===== config.mk =====
export PLATFORM = sky130hd
export DESIGN_NAME = ym3438_clk_gen_flat
export DESIGN_NICKNAME = d
export VERILOG_FILES = /design/src/rtl/ym3438_timing_pkg.sv /design/src/rtl/ym3438_clk_gen_if.sv /design/src/rtl/ym3438_prescaler.sv /design/src/rtl/ym3438_clk_gen.sv /design/src/flat_wrapper.sv
export SDC_FILE = /design/constraint.sdc
export NUM_CORES = 1
export LEC_CHECK = 0
export ABC_AREA = 1
export CAP_MARGIN = 15
export CORE_AREA = 10 10 47 49
export DETAILED_ROUTE_END_ITERATION = 8
export DIE_AREA = 0 0 57 59
export MAX_ROUTING_LAYER = met4
export PLACE_DENSITY = 0.8
export SYNTH_ARGS = -nofsm -noshare
export SYNTH_HDL_FRONTEND = slang
export SYNTH_SLANG_ARGS = --single-unit
export TNS_END_PERCENT = 1

===== constraint.sdc =====
create_clock -name MCLK -period 2.55 [get_ports MCLK]
set_clock_uncertainty 0.1 [all_clocks]
set_input_delay 0.51 -clock MCLK [delete_from_list [all_inputs] [get_ports MCLK]]
set_output_delay 0.51 -clock MCLK [all_outputs]
set_load 0.05 [all_outputs]

===== src/rtl/ym3438_timing_pkg.sv =====
// YM3438 timing generator: shared defaults and width helper.
// Imported by the prescaler, the clock-generator top and its interface.
package ym3438_timing_pkg;

  localparam int DIV_DEFAULT    = 6;
  localparam int CYCLES_DEFAULT = 24;
  localparam int CW_DEFAULT     = 5;

  // Smallest w with 2**w >= n.
  function automatic int ym_clog2(input int n);
    int w;
    w = 0;
    for (int i = 0; i < 31; i++) begin
      if ((1 << i) < n) w = i + 1;
    end
    return w;
  endfunction

endpackage


===== src/rtl/ym3438_clk_gen_if.sv =====
// YM3438 timing bus: raw IC in, c-phases, slot counter, synced IC out.
// YM3438_SLOT_ONEHOT_EN adds the registered one-hot slot vector.
interface ym3438_clk_gen_if
  import ym3438_timing_pkg::*;
#(
  parameter int CW = CW_DEFAULT
`ifdef YM3438_SLOT_ONEHOT_EN
  , parameter int CYCLES = CYCLES_DEFAULT
`endif
);

  logic          ic;
  logic          c1;
  logic          c2;
  logic [CW-1:0] cycle;
  logic          cycle0;
  logic          ic_sync;

`ifdef YM3438_SLOT_ONEHOT_EN
  logic [CYCLES-1:0] slot_onehot;

  modport master (
    input  ic,
    output c1, c2, cycle, cycle0, ic_sync,
    output slot_onehot
  );

  modport slave (
    output ic,
    input  c1, c2, cycle, cycle0, ic_sync,
    input  slot_onehot
  );
`else
  modport master (
    input  ic,
    output c1, c2, cycle, cycle0, ic_sync
  );

  modport slave (
    output ic,
    input  c1, c2, cycle, cycle0, ic_sync
  );
`endif

endinterface


===== src/rtl/ym3438_prescaler.sv =====
// MCLK prescaler producing the non-overlapping c1/c2 phase enables.
// c1/c2 are registered so they stay glitch-free for the whole core.
module ym3438_prescaler
  import ym3438_timing_pkg::*;
#(
  parameter int DIV = DIV_DEFAULT
) (
  input  logic MCLK,
  input  logic reset,
  output logic c1,
  output logic c2
);

  localparam int PW = ym_clog2(DIV);
  localparam logic [PW-1:0] P_LAST = PW'(DIV - 1);
  localparam logic [PW-1:0] P_HALF = PW'(DIV / 2 - 1);

  logic [PW-1:0] p;

  always_ff @(posedge MCLK or posedge reset) begin
    if (reset) begin
      p  <= '0;
      c1 <= 1'b0;
      c2 <= 1'b0;
    end else begin
      p  <= (p == P_LAST) ? '0 : p + 1'b1;
      c1 <= (p == P_LAST);
      c2 <= (p == P_HALF);
    end
  end

endmodule


===== src/rtl/ym3438_clk_gen.sv =====
// YM3438 timing generator: c-phases, 24-slot counter, IC synchroniser.
// Optional YM3438_SLOT_ONEHOT_EN adds a registered one-hot slot output.
module ym3438_clk_gen
  import ym3438_timing_pkg::*;
#(
  parameter int DIV    = DIV_DEFAULT,
  parameter int CYCLES = CYCLES_DEFAULT,
  parameter int CW     = CW_DEFAULT
) (
  input logic             MCLK,
  input logic             reset,
  ym3438_clk_gen_if.master bus
);

  localparam int CW_MIN = ym_clog2(CYCLES);
  localparam logic [CW-1:0] LAST = CW'(CYCLES - 1);

  if (CW < CW_MIN) begin : g_bad_cw
    $error("CW too narrow for CYCLES");
  end

  logic          c1;
  logic          c2;
  logic [CW-1:0] cyc_q;
  logic          ic_a;
  logic          ic_b;

  ym3438_prescaler #(
    .DIV (DIV)
  ) u_prescaler (
    .MCLK  (MCLK),
    .reset (reset),
    .c1    (c1),
    .c2    (c2)
  );

  // IC is sampled on c1 and retimed on c2; a held ic_sync pins the slot at 0.
  always_ff @(posedge MCLK or posedge reset) begin
    if (reset) begin
      cyc_q <= '0;
      ic_a  <= 1'b0;
      ic_b  <= 1'b0;
    end else begin
      if (c1) ic_a <= bus.ic;
      if (c2) begin
        ic_b <= ic_a;
        if (ic_b || cyc_q == LAST) cyc_q <= '0;
        else                       cyc_q <= cyc_q + 1'b1;
      end
    end
  end

`ifdef YM3438_SLOT_ONEHOT_EN
  logic [CYCLES-1:0] oh_q;

  always_ff @(posedge MCLK or posedge reset) begin
    if (reset) begin
      oh_q <= CYCLES'(1);
    end else if (c2) begin
      if (ic_b) oh_q <= CYCLES'(1);
      else      oh_q <= {oh_q[CYCLES-2:0], oh_q[CYCLES-1]};
    end
  end

  assign bus.slot_onehot = oh_q;
`endif

  assign bus.c1      = c1;
  assign bus.c2      = c2;
  assign bus.cycle   = cyc_q;
  assign bus.cycle0  = (cyc_q == '0);
  assign bus.ic_sync = ic_b;

endmodule


===== src/flat_wrapper.sv =====
// flat-port wrapper written by rule: the top's interface ports become plain ports
module ym3438_clk_gen_flat import ym3438_timing_pkg::*;
#(
  parameter int DIV    = DIV_DEFAULT,
  parameter int CYCLES = CYCLES_DEFAULT,
  parameter int CW     = CW_DEFAULT
)
  (MCLK, reset, bus_ic, bus_c1, bus_c2, bus_cycle, bus_cycle0, bus_ic_sync);
  ym3438_clk_gen_if #(.CW(CW)) bus_i ();
  input logic MCLK;
  input logic reset;
  input wire logic [$bits(bus_i.ic)-1:0] bus_ic;
  output wire logic [$bits(bus_i.c1)-1:0] bus_c1;
  output wire logic [$bits(bus_i.c2)-1:0] bus_c2;
  output wire logic [$bits(bus_i.cycle)-1:0] bus_cycle;
  output wire logic [$bits(bus_i.cycle0)-1:0] bus_cycle0;
  output wire logic [$bits(bus_i.ic_sync)-1:0] bus_ic_sync;
  assign bus_i.ic = bus_ic;
  assign bus_c1 = bus_i.c1;
  assign bus_c2 = bus_i.c2;
  assign bus_cycle = bus_i.cycle;
  assign bus_cycle0 = bus_i.cycle0;
  assign bus_ic_sync = bus_i.ic_sync;
  ym3438_clk_gen #(.DIV(DIV), .CYCLES(CYCLES), .CW(CW)) u_core (.MCLK(MCLK), .reset(reset), .bus(bus_i));
endmodule

==> impl.org <==
** CTS
- After clock tree synthesis, the setup repair step added 0 buffers.
- Root buffer selected by CTS :: sky130_fd_sc_hd__clkbuf_4
- Clock tree synthesis found a total of 12 sinks.
- Post-CTS Resized :: 0
- H-tree depth :: 1
- Number of buffers added to fix hold violations after cts :: 0
- Clock buffers created by TritonCTS :: 3
- The later pin in the worst-skew pair is clocked with a latency of between 200 and 300 ps.
- CTS tree :: yes
- The clock passes through at most 2 buffers.
- Clock-pin transition on the worst setup and hold timing paths :: roughly 80 ps

** Setup path
- The worst register-to-register path ends at u_core.bus.cycle[1].
- Crit path buffers/inverters :: 1
- Worst stage delay on the critical path :: a little under 900 ps
- Along the worst path, the maximum fanout reaches 9.
- Top delay family on crit path :: buffers and inverters
- STA puts the critical path data required time at between 1500 and 2000 ps.
- In this run the critical register-to-register path is launched from u_core.bus.cycle[0].
- In this run the worst setup path begins at u_core.u_prescaler.c2.
- Critical path class :: reg -> out
- Worst reg-to-reg setup slack :: 1290 ps
- Worst EP arrival :: 1640 ps
- Cell with the largest stage delay on the worst path :: sky130_fd_sc_hd__clkdlybuf4s50_1
- Number of gates on the worst path with buffers counted :: 1
- Walking the worst path, the cells encountered are clkdlybuf4s50_1.
- For the worst flop-to-flop path, the logic depth is 6.
- STA classifies the critical path endpoint as an output port.
- Kind of start point of the critical path :: flip-flop

** Placement
- Number of buffers inserted by port buffering :: 11
- Post-placement cell count :: 89
- Weighted congestion at the end of routability-driven global placement :: about 0.71
- Placed standard-cell area :: 681 um2
- Detailed placement finished with a half-perimeter wire length of slightly above 800 um.

** Timing
- Setup repair after global routing left no endpoint under its margin.
- FMAX :: 0.445 GHz
- Final Max Tran Viols :: 0
- For the pin with the worst max-slew slack, the measured transition is a little over 500 ps.
- Post-layout minimum cycle time :: ~2200 ps
- For the final routed database, the setup TNS stands at 0 ps.
- Setup violations remaining at the end of the flow were counted as 0.
- Max-slew headroom :: 65.9%
- Number of hold violations in the final report :: 0
- Post-route fraction of the period consumed by the critical path :: 88.2%

** Power
- Static leakage :: 0.342 nW
- Worst vdd rail ir drop :: 0.000246 V
- Summing internal, switching and leakage power gives between 400 and 500 uW.
- Power density over the cells :: between 500 and 600 nW/um2

** Routing
- Antenna Violating Nets Remaining :: 0
- First DRT Iteration DRCs :: 8
- For this run, design rule violations remaining after detail routing come to 0.
- Average wire per cell in the routed design :: between 10 and 15 um
- Total number of vias :: ~430
- Before antenna repair, the detailed router went through 4 iterations.
- Dividing the detail-routed via count by the number of cells gives around 4.6.
- The routed design has 1040 um of wire.

** Job
- Number of max-cap violations :: 0

** Global route
- Number of antenna violations at the first check in global routing :: 0
- Wire length of the first global-routing pass :: around 2000 um
- Summed over all layers, the global routing overflow is 0.
- Largest net degree at the start of global routing :: 13
- Number of global-route vias before repair :: ~460
- Overall routing resource usage :: about 7.3%

** Synth
- A synthesized cell averages 8.82 um2.
- Sequential cells were found to cover around 54% of the synthesized design area.
- After synthesis the cells add up to between 500 and 600 um2.
- Counting every instance in the synthesized netlist gives between 60 and 70.
- Register bit count reported by yosys :: 12
- During synthesis, Yosys emitted a total of 0 warnings.
- Post-Synthesis Net Count :: 68
- Number of distinct standard cells referenced by the synthesized netlist :: 16

** Cells and area
- Final std cells w/o fill :: 93
- Across the whole layout, storage elements account for between 300 and 400 um2.
- Number of fill cells :: 144
- Multi-input gate area in the final layout :: 219 um2
- The post-route netlist has between 10% and 20% of its cells at a drive strength greater than 1.
- Cell area after layout :: between 700 and 800 um2
- The number of antenna diodes in the final layout is 0.
- Relative to the synthesized area, the layout overhead comes to 29.1%.
- Number of nets in the layout :: 83

** Floorplanning
- Die outline height :: around 60 um
- I/O pin count :: 12
- For this configuration, the core starts out at a cell density of slightly below 40%.
- The floorplan has 14 rows.
- The floorplan step defined a die boundary enclosing around 3400 um2.
- The die is roughly 57 um wide.
- The core region is between 1000 and 1500 um2.

** Status
- Result of the run :: finished, final reports clean

** Hold path
- Type of the worst min-delay path :: reg -> reg
- The path with the worst hold slack has its endpoint at u_core.u_prescaler.c1.
- Counting instances, the worst hold path has a depth of 1.
- Launch instance of the worst min-delay path :: u_core.u_prescaler.p[1]
-- sequential cells by signal, indices dropped and copies added (netlist names) --
name	count
u_core.bus.ic_sync	1
u_core.ic_a	1
u_core.u_prescaler.p	3
u_core.u_prescaler.c2	1
u_core.u_prescaler.c1	1
u_core.bus.cycle	5
-- area by class of cell --
class,count,area share (%)
inverters,9,4.71
repair buffers,11,15.0
flip-flops and latches,12,41.9
clock buffers,4,5.06
multi-input cells,41,30.5
well taps,16,2.79
-- cells by family (layout without fill, tap and decap cells) --
group | count (synthesis) | after routing | synth area share [%]
simple gates | 29 | 29 | 21.2
xor+xnor | 1 | 1 | 1.58
buf+inv | 10 | 24 | 7.43
mux | 1 | 1 | 2.03
flops | 12 | 12 | 54.1
compound gates | 8 | 8 | 9.23
fa+ha+maj | 2 | 2 | 4.50
-- layout by cell type, fill, tap and decap left out, types with 2 or more instances in the layout --
master and count:
sky130_fd_sc_hd__clkbuf_4 3, sky130_fd_sc_hd__ha_1 2, sky130_fd_sc_hd__clkdlybuf4s50_1 10, sky130_fd_sc_hd__nor2_1 10, sky130_fd_sc_hd__a21oi_1 2, sky130_fd_sc_hd__inv_1 9
sky130_fd_sc_hd__o21ai_0 2, sky130_fd_sc_hd__dfrtp_1 12, sky130_fd_sc_hd__nand2_1 15, sky130_fd_sc_hd__o21ai_1 3
-- power breakdown --
group / switching, mW / leakage, nW / internal, mW
Combinational: 0.0408 / 0.165 / 0.0198
Clock: 0.0621 / 0.0210 / 0.0867
Sequential: 0.00598 / 0.156 / 0.195
Total: 0.109 / 0.342 / 0.302
-- cells in the mapped netlist (all sizes together) --
master,number,area [um2]
nor3,1,5.00
dfrtp,12,300
buf,1,7.51
a21oi,3,26.3
nand2,16,62.6
o21ai,5,25.0
inv,9,33.8
xor2,1,8.76
ha,2,25.0
mux2,1,11.3
nand4,1,6.26
nor2,10,37.5
or2,1,6.26
-- layer usage --
metal  track usage (%)  share of wire (%)
met5                 -                  0
met4              4.03               0.39
met3              2.79                7.1
met2              11.2                 44
met1              8.10                 49
-- worst max path at each step --
stage | endpoint | slack [ps]
final | bus_c2 | 300
after global routing | bus_c2 | 250
after CTS | bus_c2 | 310
after detailed placement | bus_c2 | 630
after global placement | bus_c2 | 640
after floorplan | bus_cycle0 | 410
-- metrics by stage --
step	setup WS (ps)	hold WS (ps)	utilization [%]
final	301	340	51.2
after global routing	249	386	51.2
after CTS	313	351	51.2
after detailed placement	626	339	48.6
after global placement	637	336	48.6
after floorplan	412	275	-
Note: power is estimated with default switching activity, not from simulation.
